$ cat src/rtl/mips_memory_arbiter.sv
// Arbiter that shares one single-ported, fixed-latency memory between instruction fetch and
// data access. Data requests have priority, but a fairness streak counter guarantees fetch progress.
module mips_memory_arbiter #(
  parameter int ADDR_WIDTH     = 32,
  parameter int DATA_WIDTH     = 32,
  parameter int MEM_LATENCY    = 2,
  parameter int MAX_DATA_BURST = 4
) (
  input  logic                  ClockPulse,
  input  logic                  ResetN,
  input  logic                  IfReq,
  input  logic [ADDR_WIDTH-1:0] IfAddr,
  output logic                  IfReady,
  output logic                  IfValid,
  output logic [DATA_WIDTH-1:0] IfData,
  input  logic                  MemReq,
  input  logic                  MemWrite,
  input  logic [ADDR_WIDTH-1:0] MemAddr,
  input  logic [DATA_WIDTH-1:0] MemWData,
  output logic                  MemReady,
  output logic                  MemValid,
  output logic [DATA_WIDTH-1:0] MemRData,
  output logic                  RamEn,
  output logic                  RamWe,
  output logic [ADDR_WIDTH-1:0] RamAddr,
  output logic [DATA_WIDTH-1:0] RamWData,
  input  logic [DATA_WIDTH-1:0] RamRData,
  output logic                  PipelineStall
);

  // state | meaning
  // IDLE  | no transaction; arbitrate and grant one requester
  // ISSUE | RamEn strobe cycle; wait counter loaded
  // WAIT  | counting down memory latency; capture read data on last cycle
  typedef enum logic [1:0] {IDLE, ISSUE, WAIT} state_t;

  localparam logic [3:0] LATENCY = 4'(MEM_LATENCY);
  localparam logic [3:0] MAX_B   = 4'(MAX_DATA_BURST);

  state_t     state;
  state_t     state_nxt;
  logic [3:0] streak;
  logic [3:0] wait_cnt;
  logic       owner_fetch;
  logic       grant_if;
  logic       grant_mem;
  logic       capture;

  always_comb begin
    state_nxt = state;
    grant_mem = 1'b0;
    grant_if  = 1'b0;
    capture   = 1'b0;
    case (state)
      IDLE: begin
        grant_mem = MemReq && (!IfReq || (streak < MAX_B));
        grant_if  = IfReq && !grant_mem;
        if (grant_mem || grant_if) state_nxt = ISSUE;
      end
      ISSUE: state_nxt = WAIT;
      WAIT: begin
        capture = (wait_cnt == 4'd1);
        if (capture) state_nxt = IDLE;
      end
      default: state_nxt = IDLE;
    endcase
  end

  assign IfReady       = grant_if;
  assign MemReady      = grant_mem;
  assign RamEn         = (state == ISSUE);
  assign PipelineStall = (state != IDLE) || (IfReq && MemReq);

  always_ff @(posedge ClockPulse or negedge ResetN) begin
    if (!ResetN) begin
      state       <= IDLE;
      streak      <= 4'd0;
      wait_cnt    <= 4'd0;
      owner_fetch <= 1'b0;
      RamWe       <= 1'b0;
      RamAddr     <= '0;
      RamWData    <= '0;
      IfData      <= '0;
      MemRData    <= '0;
      IfValid     <= 1'b0;
      MemValid    <= 1'b0;
    end else begin
      state    <= state_nxt;
      IfValid  <= 1'b0;
      MemValid <= 1'b0;

      if (grant_mem) begin
        RamAddr     <= MemAddr;
        RamWData    <= MemWData;
        RamWe       <= MemWrite;
        owner_fetch <= 1'b0;
        if (IfReq && (streak < MAX_B)) streak <= streak + 4'd1;
      end else if (grant_if) begin
        RamAddr     <= IfAddr;
        RamWe       <= 1'b0;
        owner_fetch <= 1'b1;
        streak      <= 4'd0;
      end

      if (state == ISSUE) begin
        wait_cnt <= LATENCY;
      end else if (state == WAIT) begin
        wait_cnt <= wait_cnt - 4'd1;
      end

      // RamWe still reflects the outstanding transaction: stores leave MemRData untouched
      if (capture) begin
        if (owner_fetch) begin
          IfData  <= RamRData;
          IfValid <= 1'b1;
        end else begin
          if (!RamWe) MemRData <= RamRData;
          MemValid <= 1'b1;
        end
      end
    end
  end

endmodule
$ cat config.mk
export PLATFORM = sky130hd
export DESIGN_NAME = mips_memory_arbiter
export DESIGN_NICKNAME = d
export VERILOG_FILES = /design/src/rtl/mips_memory_arbiter.sv
export SDC_FILE = /design/constraint.sdc
export NUM_CORES = 1
export LEC_CHECK = 0
export CORE_MARGIN = 1.5
export CORE_UTILIZATION = 43
export CTS_BUF_LIST = sky130_fd_sc_hd__clkbuf_4 sky130_fd_sc_hd__clkbuf_8
export DETAILED_ROUTE_END_ITERATION = 6
export PLACE_DENSITY = 0.79
export SLEW_MARGIN = 20
export SYNTH_ARGS = -nofsm -noshare
export SYNTH_HDL_FRONTEND = slang
export SYNTH_SLANG_ARGS = --single-unit
$ cat constraint.sdc
create_clock -name ClockPulse -period 2.3 [get_ports ClockPulse]
set_input_delay 0.345 -clock ClockPulse [delete_from_list [all_inputs] [get_ports ClockPulse]]
set_output_delay 0.345 -clock ClockPulse [all_outputs]
set_load 0.02 [all_outputs]
# Yosys cells after proc, flatten, opt, wreduce, memory -nomap -nowiden
# Index checks and enable logic that the tools add are counted.
dict set report classes {
  addsub 2
  n_lt_le_gt_ge 1
  n_eq_ne 6
  mux 21
  n_bitwise 2
  n_reduce_logical 17
}
# operator n
set op_table {}
lappend op_table {{two-way mux 32 bit} 2}
lappend op_table {{two-way mux 4 bit} 5}
lappend op_table {{two-way mux 1 bit} 11}
lappend op_table {{one-hot mux 2 bit (3 select lines)} 1}
lappend op_table {{AND reduction 2 bit} 3}
lappend op_table {{nonzero test 2 bit} 3}
lappend op_table {{adder 4 x 1 -> 4 bit (second input constant)} 1}
lappend op_table {{== test 4 x 1 -> 1 bit (second input constant)} 1}
lappend op_table {{logical AND 1 bit} 4}
lappend op_table {{< comparator 4 x 3 -> 1 bit (second input constant)} 1}
lappend op_table {{two-way mux 2 bit} 2}
lappend op_table {{inequality test 2 bit (second input constant)} 2}
lappend op_table {{subtractor 4 x 1 -> 4 bit (second input constant)} 1}
lappend op_table {{logical OR 1 bit} 3}
lappend op_table {{AND reduction 3 bit} 1}
lappend op_table {{== test 2 x 1 -> 1 bit (second input constant)} 1}
lappend op_table {{== test 2 bit (second input constant)} 1}
lappend op_table {{logical NOT 1 bit} 2}
lappend op_table {{logical NOT 2 bit} 1}
lappend op_table {{inequality test 2 x 1 -> 1 bit (second input constant)} 1}
lappend op_table {{NOT 1 bit} 2}
dict set report word_totals {
  ff_bits 142
  inputBits 133
  out_inout_bits 135
  wordCells 60
}

# Longest topological paths before layout
dict set report depth {
  depth_word 8
  ltp_mapped 8
}

# Worst setup path before layout
# No wires, ideal clock.
dict set report synth_path {
  path_type {reg2out}
  startpoint {reg state[0]}
  endpoint {out IfReady}
  t_arrival_ns 1.396
  t_required_ns 1.955
  path_slack_ns 0.559
  stages_incl_launch_ff 8
  path_buffers 3
  cell_sequence {dfrtp_1 inv_1 ha_1 buf_4 nand2_2 buf_6 buf_6 nor2b_1}
}
dict set report synth_via {
  elab_chain_cells 2
}
# item line_no
set synth_lines {}
lappend synth_lines {{from (decl)} 40} ;# state_t state;
lappend synth_lines {{from (signal assigned)} 88} ;# state <= state_nxt;
lappend synth_lines {{logical NOT 2 bit} 54} ;# case (state)
lappend synth_lines {{two-way mux 1 bit} 54}
lappend synth_lines {{to (decl)} 13} ;# output logic IfReady,
# No other way between the ends.

# Worst setup path in the final report
dict set report layout_path {
  startpoint {reg streak[2]}
  endpoint {out IfReady}
}
dict set report layout_via {
  elab_chain_cells 6
}
# item line_no
set layout_lines {}
lappend layout_lines {{from (decl)} 42} ;# logic [3:0] streak;
lappend layout_lines {{from (signal assigned)} 97} ;# if (IfReq && (streak < MAX_B)) streak <= streak + 4'd1;
lappend layout_lines {{< comparator 4 x 3 -> 1 bit} 56} ;# grant_mem = MemReq && (!IfReq || (streak < MAX_B));
lappend layout_lines {{logical OR 1 bit} 56}
lappend layout_lines {{logical AND 1 bit} 56}
lappend layout_lines {{logical NOT 1 bit} 57} ;# grant_if = IfReq && !grant_mem;
lappend layout_lines {{logical AND 1 bit} 57}
lappend layout_lines {{two-way mux 1 bit} 54}
# No other way between the ends.

==> metrics.csv <==
metric,value,unit
worst_setup_path_end_kind,output pin,
final-max-slew-violation-count,0,
endpoint_of_the_most_critical_register_to_register_path,IfData[3],
clock_sink_count,142,
irDropWorstVdd,0.000798,V
timing.final.crit_share,0.928,
cts_root_buffer,sky130_fd_sc_hd__clkbuf_8,
clock_tree.buffer_depth,2,
post_cts.repair.setup_buffers,0,
initial_core_util,0.441,
drc,0,
achievable-frequency,469,MHz
floorplan.die_area,14300,um^2
avgViaCountPerCell,4.90,
instances_no_fill,845,
numPortBuffers,267,
timing.hold.worst.class,in2async,
crit-reg2reg-launch,state[0],
dp.final_hpwl,10900,um
gp_congestion,0.829,
flop_and_latch_count_out_of_synthesis,142,
synth.yosys.seq_area_share,0.608,
vias,4138,
grt_pass1_wl,23600,um
regToRegSetupSlack,490,ps
status,"complete, no violations",
placeableCoreArea,13200,um^2
diodes,0,
cts_inserted_buffers,17,
antenna_left,0,
num_io_pins,268,
first_global_vias,4544,
unrepaired_setup_endpoints_after_global_routing,no,
post_synthesis_cell_area,5840,um^2
final_net_count,795,
critical_path_class,reg2out,
placement_rows,42,
post_drt_wl_per_cell,17.7,um
final.hold.worst_slack,347,ps
synthesis.nets,517,
setup_viol_count_final,0,
power.density_cell_area,1460,nW/um^2
grt.overflow.total,0,
worst-slew-pin-transition,524,ps
grt_antenna_before_repair,0,
cts.reportedPaths.clkPinSlew,70,ps
p_leak,3.96,nW
synthesis.instances,378,
syn_area_per_cell,15.5,um^2
r2r.worst_path.cells,6,
drt_iter0_drc,156,
layout_min_cycle_time,2130,ps
synth.yosys.warnings,0,
synth.distinct_cells,25,
drt_pre_antenna_iters,4,
worst-endpoint-required,1960,ps
grt_usage,0.215,
report.final.hold_viol_count,0,
clk_latency,440,ps
area_growth_syn_to_layout,58.5,%
setup.worst_path.start_class,register,
place.detailed.instances,812,
maximum_number_of_pins_on_one_net_before_global_route_repair,72,
timing.critical_path.arrival,1790,ps
max-cap-violations,0,
tritoncts_clock_tree,done,
drive_above_1_share,0.311,
die_h,120,um
cts.htree.levels,4,
clock_skew,11.8,ps
detail_route.wirelength,15000,um
worstPathMaxFanout,3,
die_w,120,um
slew_headroom,0.650,
[how the worst max path moves through the flow]
stage | cells past startpoint | startpoint | endpoint
after floorplan | 7 | state[0] | IfReady
after global placement | 4 | MemReq | IfReady
after detailed placement | 4 | MemReq | IfReady
after CTS | 3 | state[1] | RamEn
after global routing | 5 | state[0] | IfReady
final | 3 | streak[2] | IfReady
[cell usage in the layout (no fill, tap or decap), types with 3 or more instances in the layout]
| cell type | n |
|---|---|
| sky130_fd_sc_hd__clkdlybuf4s50_1 | 263 |
| sky130_fd_sc_hd__mux2_2 | 157 |
| sky130_fd_sc_hd__dfrtp_1 | 142 |
| sky130_fd_sc_hd__clkbuf_8 | 21 |
| sky130_fd_sc_hd__nand2_1 | 9 |
| sky130_fd_sc_hd__inv_1 | 8 |
| sky130_fd_sc_hd__o21ai_0 | 6 |
| sky130_fd_sc_hd__ha_1 | 5 |
| sky130_fd_sc_hd__bufinv_16 | 5 |
| sky130_fd_sc_hd__buf_12 | 5 |
| sky130_fd_sc_hd__nor2_1 | 4 |
| sky130_fd_sc_hd__buf_4 | 4 |
| sky130_fd_sc_hd__mux2_4 | 3 |
| sky130_fd_sc_hd__a21o_1 | 3 |
| sky130_fd_sc_hd__mux2i_1 | 3 |
[kinds of logic (layout without fill, tap and decap cells)]
logic type | Yosys count | count (layout) | synth area share
multiplexers | 163 | 163 | 0.315
adder cells (fa/ha/maj) | 6 | 6 | 0.0128
AO/OA/AOI/OAI | 14 | 14 | 0.0146
AND/OR/NAND/NOR | 27 | 27 | 0.0242
flip-flops | 142 | 142 | 0.608
buffers and inverters | 26 | 317 | 0.0248
[worst max-delay path, stage by stage, from the launching register on]
cell                            delay, ps
sky130_fd_sc_hd__dfrtp_1              400
sky130_fd_sc_hd__or3b_2               490
sky130_fd_sc_hd__nor2b_1              160
sky130_fd_sc_hd__dlygate4sd2_1        310
[through the flow]
stage	power (mW)	setup TNS (ps)	area, um^2	worst slack (ps)	util
after floorplan	7.95	0	5840	559	-
after global placement	11.0	-2.76	8760	-2.76	0.661
after detailed placement	11.2	-18.5	8760	-18.5	0.661
after CTS	13.7	0	9260	36.2	0.699
after global routing	14.2	0	9260	72.6	0.700
final	13.5	0	9260	166	0.700
[timing repair]
| action | in CTS | in global routing |
|---|---|---|
| cloned | 0 | 0 |
| hold endpoints to repair | 29 | 0 |
| setup endpoints to repair | 2 | 1 |
| resized for setup | 4 | 1 |
| hold buffers | 1 | 0 |
[state kept, by name (all words and copies together), names as in the netlist]
name and count:
IfData 32, MemRData 32, RamAddr 32, RamWData 32, streak 4, wait_cnt 4
state 2, IfValid 1, MemValid 1, RamWe 1, owner_fetch 1
[report_power, final]
| part | internal, mW | total, mW | switching, mW |
|---|---|---|---|
| registers | 3.74 | 4.38 | 0.642 |
| clock network | 1.43 | 2.35 | 0.914 |
| logic | 3.70 | 6.77 | 3.06 |
| total | 8.88 | 13.5 | 4.62 |
[routing by layer]
metal	global-route usage	up-vias	wire, um
met5	0	-	0
met3	0.0566	33	747
met1	0.243	2093	5540
met2	0.377	128	8180
li1	-	1884	-
met4	0.107	0	523
[cell type report]
type / instances / area, um^2
repair buffers: 277 / 2810
clock buffers: 23 / 304
inverters: 8 / 30.0
clock inverters: 9 / 180
fillers: 951 / 3980
well taps: 176 / 220
flip-flops and latches: 142 / 3550
multi-input cells: 210 / 2160
[cell usage after synthesis (all sizes together)]
cell type,count,share of area
mux2i,3,0.0051
dfrtp,142,0.61
and2,1,0.0011
nor2b,2,0.0021
nand2,10,0.0069
nand2b,2,0.0021
buf,18,0.020
a31oi,1,0.0011
o21ai,6,0.0051
or3b,2,0.0030
nor2,4,0.0026
and4bb,1,0.0021
a22o,1,0.0015
mux2,160,0.31
nand3,3,0.0026
inv,8,0.0051
a21o,3,0.0039
a21oi,2,0.0017
a22oi,1,0.0013
ha,6,0.013
nor3,2,0.0017
No activity file was read; power rests on OpenSTA's default activity.
